`src/rtl/match_event_logger_if.sv`:
```
// Host-facing bundle of the match event logger: detector inputs, soft clear,
// read handshake and status outputs.
interface match_event_logger_if #(
  parameter int unsigned IDX_W = 8,
  parameter int unsigned CNT_W = 8
);
  logic             bit_en;
  logic             y;
  logic             clear;
  logic             rd_en;
  logic             rd_valid;
  logic [IDX_W-1:0] rd_data;
  logic             full;
  logic             overflow;
  logic [CNT_W-1:0] count;

  modport master (
    output bit_en, y, clear, rd_en,
    input  rd_valid, rd_data, full, overflow, count
  );

  modport slave (
    input  bit_en, y, clear, rd_en,
    output rd_valid, rd_data, full, overflow, count
  );
endinterface

```
`src/rtl/match_event_logger.sv`:
```
// Match event logger: numbers serial bits, stores the bit index of each 1101
// detector match in a first-word-fall-through FIFO, keeps a saturating match
// count and a sticky overflow flag.
module match_event_logger #(
  parameter int unsigned IDX_W = 8,
  parameter int unsigned DEPTH = 4,
  parameter int unsigned CNT_W = 8
) (
  input  logic                  clk,
  input  logic                  reset,
  match_event_logger_if.slave   bus
);

  localparam int unsigned PTR_W = (DEPTH > 1) ? $clog2(DEPTH) : 1;

  typedef enum logic [1:0] {
    EMPTY   = 2'd0,
    PARTIAL = 2'd1,
    FULL    = 2'd2
  } occ_e;

  occ_e             state_q, state_d;
  logic [IDX_W-1:0] bit_idx_q, bit_idx_d;
  logic [PTR_W-1:0] wr_ptr_q, wr_ptr_d, rd_ptr_q, rd_ptr_d;
  logic [PTR_W-1:0] wr_ptr_nx, rd_ptr_nx;
  logic [CNT_W-1:0] count_q, count_d;
  logic             overflow_q, overflow_d;
  logic [IDX_W-1:0] mem_q [DEPTH];

  logic push, pop, wr_en;

  // A push is accepted unless the FIFO is full and nothing leaves this cycle.
  assign push      = bus.bit_en & bus.y;
  assign pop       = bus.rd_en & (state_q != EMPTY);
  assign wr_en     = push & ((state_q != FULL) | pop);
  assign wr_ptr_nx = wr_ptr_q + 1'b1;
  assign rd_ptr_nx = rd_ptr_q + 1'b1;

  // Occupancy next state; the wrap-around pointer compare resolves full/empty.
  always_comb begin
    state_d = state_q;
    unique case (state_q)
      EMPTY: begin
        if (push) state_d = (wr_ptr_nx == rd_ptr_q) ? FULL : PARTIAL;
      end
      PARTIAL: begin
        if (push && !pop)      state_d = (wr_ptr_nx == rd_ptr_q) ? FULL : PARTIAL;
        else if (pop && !push) state_d = (rd_ptr_nx == wr_ptr_q) ? EMPTY : PARTIAL;
      end
      FULL: begin
        if (pop && !push) state_d = PARTIAL;
      end
      default: state_d = EMPTY;
    endcase
    if (bus.clear) state_d = EMPTY;
  end

  // Datapath next state: bit index, pointers, saturating count, sticky overflow.
  always_comb begin
    bit_idx_d  = bus.bit_en ? bit_idx_q + 1'b1 : bit_idx_q;
    wr_ptr_d   = wr_en ? wr_ptr_nx : wr_ptr_q;
    rd_ptr_d   = pop ? rd_ptr_nx : rd_ptr_q;
    count_d    = count_q;
    if (push && (count_q != '1)) count_d = count_q + 1'b1;
    overflow_d = overflow_q | (push & ~wr_en);
    if (bus.clear) begin
      bit_idx_d  = '0;
      wr_ptr_d   = '0;
      rd_ptr_d   = '0;
      count_d    = '0;
      overflow_d = 1'b0;
    end
  end

  // State registers with asynchronous reset.
  always_ff @(posedge clk or posedge reset) begin
    if (reset) begin
      state_q    <= EMPTY;
      bit_idx_q  <= '0;
      wr_ptr_q   <= '0;
      rd_ptr_q   <= '0;
      count_q    <= '0;
      overflow_q <= 1'b0;
    end else begin
      state_q    <= state_d;
      bit_idx_q  <= bit_idx_d;
      wr_ptr_q   <= wr_ptr_d;
      rd_ptr_q   <= rd_ptr_d;
      count_q    <= count_d;
      overflow_q <= overflow_d;
    end
  end

  // Entry storage; contents are masked by the empty decode, so no reset needed.
  always_ff @(posedge clk) begin
    if (wr_en && !bus.clear && !reset) mem_q[wr_ptr_q] <= bit_idx_q;
  end

  assign bus.rd_valid = (state_q != EMPTY);
  assign bus.full     = (state_q == FULL);
  assign bus.overflow = overflow_q;
  assign bus.count    = count_q;
  assign bus.rd_data  = (state_q != EMPTY) ? mem_q[rd_ptr_q] : '0;

endmodule

```
`src/flat_wrapper.sv`:
```
// flat-port wrapper written by rule: the top's interface ports become plain ports
module match_event_logger_flat 
#(
  parameter int unsigned IDX_W = 8,
  parameter int unsigned DEPTH = 4,
  parameter int unsigned CNT_W = 8
)
  (clk, reset, bus_bit_en, bus_y, bus_clear, bus_rd_en, bus_rd_valid, bus_rd_data, bus_full, bus_overflow, bus_count);
  match_event_logger_if #(.IDX_W(IDX_W), .CNT_W(CNT_W)) bus_i ();
  input  logic clk;
  input  logic reset;
  input wire logic [$bits(bus_i.bit_en)-1:0] bus_bit_en;
  input wire logic [$bits(bus_i.y)-1:0] bus_y;
  input wire logic [$bits(bus_i.clear)-1:0] bus_clear;
  input wire logic [$bits(bus_i.rd_en)-1:0] bus_rd_en;
  output wire logic [$bits(bus_i.rd_valid)-1:0] bus_rd_valid;
  output wire logic [$bits(bus_i.rd_data)-1:0] bus_rd_data;
  output wire logic [$bits(bus_i.full)-1:0] bus_full;
  output wire logic [$bits(bus_i.overflow)-1:0] bus_overflow;
  output wire logic [$bits(bus_i.count)-1:0] bus_count;
  assign bus_i.bit_en = bus_bit_en;
  assign bus_i.y = bus_y;
  assign bus_i.clear = bus_clear;
  assign bus_i.rd_en = bus_rd_en;
  assign bus_rd_valid = bus_i.rd_valid;
  assign bus_rd_data = bus_i.rd_data;
  assign bus_full = bus_i.full;
  assign bus_overflow = bus_i.overflow;
  assign bus_count = bus_i.count;
  match_event_logger #(.IDX_W(IDX_W), .DEPTH(DEPTH), .CNT_W(CNT_W)) u_core (.clk(clk), .reset(reset), .bus(bus_i));
endmodule
```
`config.mk`:
```
export PLATFORM = sky130hd
export DESIGN_NAME = match_event_logger_flat
export DESIGN_NICKNAME = d
export VERILOG_FILES = /design/src/rtl/match_event_logger_if.sv /design/src/rtl/match_event_logger.sv /design/src/flat_wrapper.sv
export SDC_FILE = /design/constraint.sdc
export NUM_CORES = 1
export LEC_CHECK = 0
export CAP_MARGIN = 20
export CELL_PAD_IN_SITES_DETAIL_PLACEMENT = 1
export CELL_PAD_IN_SITES_GLOBAL_PLACEMENT = 2
export CORE_ASPECT_RATIO = 2
export CORE_MARGIN = 2
export CORE_UTILIZATION = 42
export CTS_CLUSTER_SIZE = 30
export DETAILED_ROUTE_END_ITERATION = 8
export PLACE_DENSITY = 0.92
export SYNTH_ARGS = -nofsm -noshare
export SYNTH_HDL_FRONTEND = slang
export SYNTH_SLANG_ARGS = --single-unit
```
`constraint.sdc`:
```
create_clock -name clk -period 5 [get_ports clk]
set_input_delay 1 -clock clk [delete_from_list [all_inputs] [get_ports clk]]
set_output_delay 1 -clock clk [all_outputs]
set_load 0.1 [all_outputs]
```
Word-level counts from Yosys, hierarchy flattened

Memory sizes are Yosys's and may differ from the RTL's.
Index checks and enable logic that the tools add are counted.

Memory bits (writable): 32
Output and inout port bits: 19
Bits of input ports: 6
Bits in registers: 23
Memories kept: 1

Eq/ne operators: 9
Reductions and logical operators: 16
Muxes and demuxes: 20
Bitwise logic cells: 7
Add/subtract/negate cells: 4

Memory list:

| name         | depth | bits a word | rd ports | clocked after memory_dff | wr ports | RTL line                 | RTL |
|---|---|---|---|---|---|---|---|
| u_core.mem_q | 4     | 8           | 1        | 0                        | 1        | match_event_logger.sv:28 | `logic [IDX_W-1:0] mem_q [DEPTH];` |

Operators with widths:

| kind                                                                  | number |
|---|---|
| 8-bit two-way mux                                                     | 5 |
| 2-bit two-way mux                                                     | 10 |
| 8-bit by 1-bit adder with 8-bit output, second input constant         | 2 |
| 2-bit nonzero test                                                    | 5 |
| 8-bit != test, second input constant                                  | 1 |
| 3-bit by 2-bit != test with 1-bit output, second input constant       | 2 |
| 2-bit one-hot mux with 3 select lines                                 | 1 |
| 1-bit logical AND                                                     | 5 |
| 2-bit by 1-bit adder with 2-bit output, second input constant         | 2 |
| 1-bit AND                                                             | 4 |
| 2-bit equality test                                                   | 2 |
| 1-bit logical NOT                                                     | 4 |
| 1-bit two-way mux                                                     | 4 |
| 4-bit by 2-bit != test with 1-bit output, second input constant       | 1 |
| 3-bit AND reduction                                                   | 1 |
| 2-bit by 1-bit equality test with 1-bit output, second input constant | 1 |
| 2-bit equality test, second input constant                            | 1 |
| 2-bit logical NOT                                                     | 1 |
| 2-bit != test, second input constant                                  | 1 |
| 1-bit bitwise OR                                                      | 2 |
| 1-bit NOT                                                             | 1 |

Depth between registers and ports, before layout

Depth after elaboration: 8
Mapped depth: 9
Gate-level depth less buffers: 9

Worst setup path before layout

Ideal clock, no wire load.

Kind: register -> output
Start point: register u_core.state_q[0]
End point: output port bus_rd_data[0]
Setup slack: 2,158 ps
Required time: 4,000 ps
Path buffers: 1
Arrival: 1,842 ps
Cell stages (with the launch flop): 5
Path through: dfrtp_1 nor2_1 inv_1 buf_2 and2_1

Longest elaborated chain between the ends: 2

Ends and longest elaborated chain:

| what                   | RTL line                  | RTL |
|---|---|---|
| from (decl)            | match_event_logger.sv:22  | `occ_e state_q, state_d;` |
| from (signal assigned) | match_event_logger.sv:85  | `state_q <= state_d;` |
| 2-bit nonzero test     | -                         |  |
| named net bus_rd_valid | flat_wrapper.sv:16        | `output wire logic [$bits(bus_i.rd_valid)-1:0] bus_rd_valid;` |
| 8-bit two-way mux      | match_event_logger.sv:103 | `assign bus.rd_data = (state_q != EMPTY) ? mem_q[rd_ptr_q] : '0;` |
| to (decl)              | flat_wrapper.sv:17        | `output wire logic [$bits(bus_i.rd_data)-1:0] bus_rd_data;` |

The timed path passes the listed nets, and every way through them passes these cells.

Worst setup path in the final report

Start point: register u_core.rd_ptr_q[0]
End point: output port bus_rd_data[3]

Longest elaborated chain between the ends: 2

Ends and longest elaborated chain:

| what                   | RTL line                  | RTL |
|---|---|---|
| from (decl)            | match_event_logger.sv:24  | `logic [PTR_W-1:0] wr_ptr_q, wr_ptr_d, rd_ptr_q, rd_ptr_d;` |
| from (signal assigned) | match_event_logger.sv:88  | `rd_ptr_q <= rd_ptr_d;` |
| memory read 4 x 8 bit  | -                         |  |
| 8-bit two-way mux      | match_event_logger.sv:103 |  |

Every way passes these cells.

==> impl_metrics.ini <==
[status]
outcome = finished, final reports clean

[setup_path]
critical_path.top_delay_family = buffers and inverters
worstPathRequired_ps = 4000
cpMaxStageDelayCell = clkdlybuf4s50_1
critical_path_class = flop to output pin
critPathLaunchType = flop
path_cells = mux4_2, and2_1, clkdlybuf4s50_1
arrival_ps = 2800
end_kind = output pin
path_max_fanout = 12
crit_buf_inv = 1
rr_worst_depth = 8
cp.depth = 3
slowest_delay_ps = 960

[timing]
maxSlewHeadroom_pct = 34.7
setup_tns_ps = 0
fmax_mhz = 263
post-route-min-period_ps = 3800
whs_ps = 503
rsz0062_at_grt = no
post-route-period-util_pct = 75.9
hold_viol = 0
skew_ps = 6.29
maxSlewViolCount = 0
setup_viol = 0
worst-slew-pin-transition_ps = 976

[final_layout]
antenna_cells = 0
final_util_pct = 50.9
syn2layout_area_growth_pct = 17.6
nets = 235
drive_gt1_share_pct = 11.7
fill_cells = 608
multi_input_area_um2 = 963
postLayoutCellArea_mm2 = 0.00303
regArea_mm2 = 0.00154

[worst_hold_path]
whs_path_depth = 2
hp-class = flop to flop

[place]
placed_cell_area_mm2 = 0.00286
hpwl_mm = 3.78
finalWeightedCongestion = 0.733
io_buffers = 24

[global_routing]
grt_pass1_vias = 1764
grt_use_total_pct = 17.1
grt_overflow_total = 0
grt_antenna_before_repair = 0
grt_pass1_wl_mm = 8.63
grt_max_degree = 28

[floorplan]
dieArea_mm2 = 0.00682
io_pins = 25
core.rowCount = 40
core_area_mm2 = 0.00596
die_h_um = 115
start_util_pct = 43.3
fp.dieW_um = 59.4

[yosys]
ys_warn_count = 0
seq_area_frac_synth_pct = 59.6
synth_fp_nets = 211
syn_area_mm2 = 0.00258
synth.largest_area_cell = edfxtp_1
synth_seq_cells = 55
avgSynthCellArea_um2 = 13.1
ys_types = 41
synth_top_cell_area_share_pct = 37.3
yosys-top-cells-area = edfxtp_1 (37%), dfrtp_1 (22%), mux4_2 (7.0%)
postSynthCellCount = 197

[clock_network]
cts_max_level = 2
numCtsBuffers = 5
clk-insertion-delay-late_ps = 300
holdBufCountCts = 0
cts_tree = yes
clk_pin_slew_ps = 70
cts_sinks = 55
cts_buffer_depth = 2
postCtsSetupBuffers = 0
root_buffer = clkbuf_16
cts_resized = 0

[detailed_routing]
drtPass1Iterations = 2
drtAntennaViolNets = 0
drtIter0Drc = 28
wl_per_cell_um = 17.6
vias = 1606
drc = 0
via_per_inst = 5.64
totalWireLength_mm = 5.00

[flow_run]
cap_violations = 0

[power]
p_leak_nw = 1.18
p_per_area_mw_per_mm2 = 356
power.total_w = 0.00108
peakVddDrop_mv = 0.201
[metrics by stage]
step,setup WS [ps],cells
floorplan,2160,197
global placement,1510,277
detailed placement,1470,277
CTS,1140,285
global route,1020,285
finish,1200,285
[cell usage in the layout, fill, tap and decap left out, types with 2 or more instances in the layout]
master           netlist  routed
and2_1                12      12
nand3_1                4       4
nor2_1                22      22
ha_1                   8       8
inv_1                  7       7
nor2b_1                3       3
xnor2_1                5       5
nand2_1               10      10
clkbuf_16              0       5
clkdlybuf4s50_1        0      24
or3_1                  2       2
xor2_1                 8       8
nor3_1                 5       5
dfrtp_1               23      23
mux2i_1                2       2
mux4_2                 8       8
a211oi_1               2       2
edfxtp_1              32      32
a21oi_1                7       7
a31oi_1                2       2
mux2_2                 2       2
o21ai_0                6       6
nand4_1                5       5
[cell usage after synthesis (all sizes together)]
cell     n
nand2   11
and3     1
nor3b    1
o311ai   1
buf      6
and3b    1
nor2    22
nor4     1
a31oi    2
dfrtp   23
o31a     1
edfxtp  32
a311oi   1
xnor2    5
nor3     5
clkinv   1
mux2i    2
o31ai    1
or3      2
o21ai    6
nor2b    3
and2    12
o21ba    1
nand4    6
xor2     8
inv      7
ha       8
mux2     2
nand3    4
clkbuf   2
a21oi    7
mux4     8
a211oi   2
and4     2
[per-layer routing]
layer	up-vias	wire length [µm]	global-route usage, %
met5	-	0	0
met4	0	99	6.36
met3	6	113	2.70
met2	20	3010	33.7
met1	823	1780	16.8
li1	757	-	-
[worst register-to-register path, delay by kind of cell, from the launching register on]
| kind | cells | cell delay, ps |
|---|---|---|
| AO/OA/AOI/OAI | 2 | 370 |
| adder cells (fa/ha/maj) | 1 | 240 |
| buffers and inverters | 1 | 250 |
| flip-flops | 1 | 490 |
| AND/OR/NAND/NOR | 4 | 560 |
[power by group]
group / internal, W / total [W] / switching [W]
clock network: 0.000238 / 0.000402 / 0.000164
logic: 0.0000520 / 0.000170 / 0.000118
registers: 0.000487 / 0.000509 / 0.0000219
[cell families (layout without fill, tap and decap cells)]
group,after synthesis,count (layout),share of synthesized area [%]
AOI/OAI and AO/OA,22,22,5.53
muxes,12,12,8.64
buffers and inverters,16,41,3.06
DFF,55,55,59.6
adders and majority gates,8,8,3.88
xor gates and xnor gates,13,13,4.42
and+or+nand+nor,71,71,14.9
[final cells by class]
cell class                 instances  area share (%)
sequential                        55            50.7
multi-input combinational        126            31.8
timing repair buffer              25            8.17
clock buffer                       5            4.13
tap                               63            2.60
clock inverter                     3            1.53
inverter                           8            1.16
[path summary, 6_finish.rpt]
path | startpoint | endpoint | slack (ps)
worst max-delay path | u_core.rd_ptr_q[0]$_DFFE_PP0P_ | bus_rd_data[3] | 1200
worst min-delay path | u_core.bus.overflow$_DFF_PP0_ | u_core.bus.overflow$_DFF_PP0_ | 500
worst max register to register | u_core.state_q[0]$_DFFE_PP0P_ | u_core.state_q[0]$_DFFE_PP0P_ | 3010
worst min register to register | u_core.bus.overflow$_DFF_PP0_ | u_core.bus.overflow$_DFF_PP0_ | 500
max in group asynchronous | reset | u_core.bit_idx_q[3]$_DFFE_PP0P_ | 3220
min in group asynchronous | reset | u_core.bit_idx_q[0]$_DFFE_PP0P_ | 1230
[flip-flops by register name, indices dropped and copies added, names as in the netlist]
| name | count |
|---|---|
| u_core.mem_q | 32 |
| u_core.bit_idx_q | 8 |
| u_core.bus.count | 8 |
| u_core.rd_ptr_q | 2 |
| u_core.state_q | 2 |
| u_core.wr_ptr_q | 2 |
| u_core.bus.overflow | 1 |
Note: power is estimated with default switching activity, not from simulation.
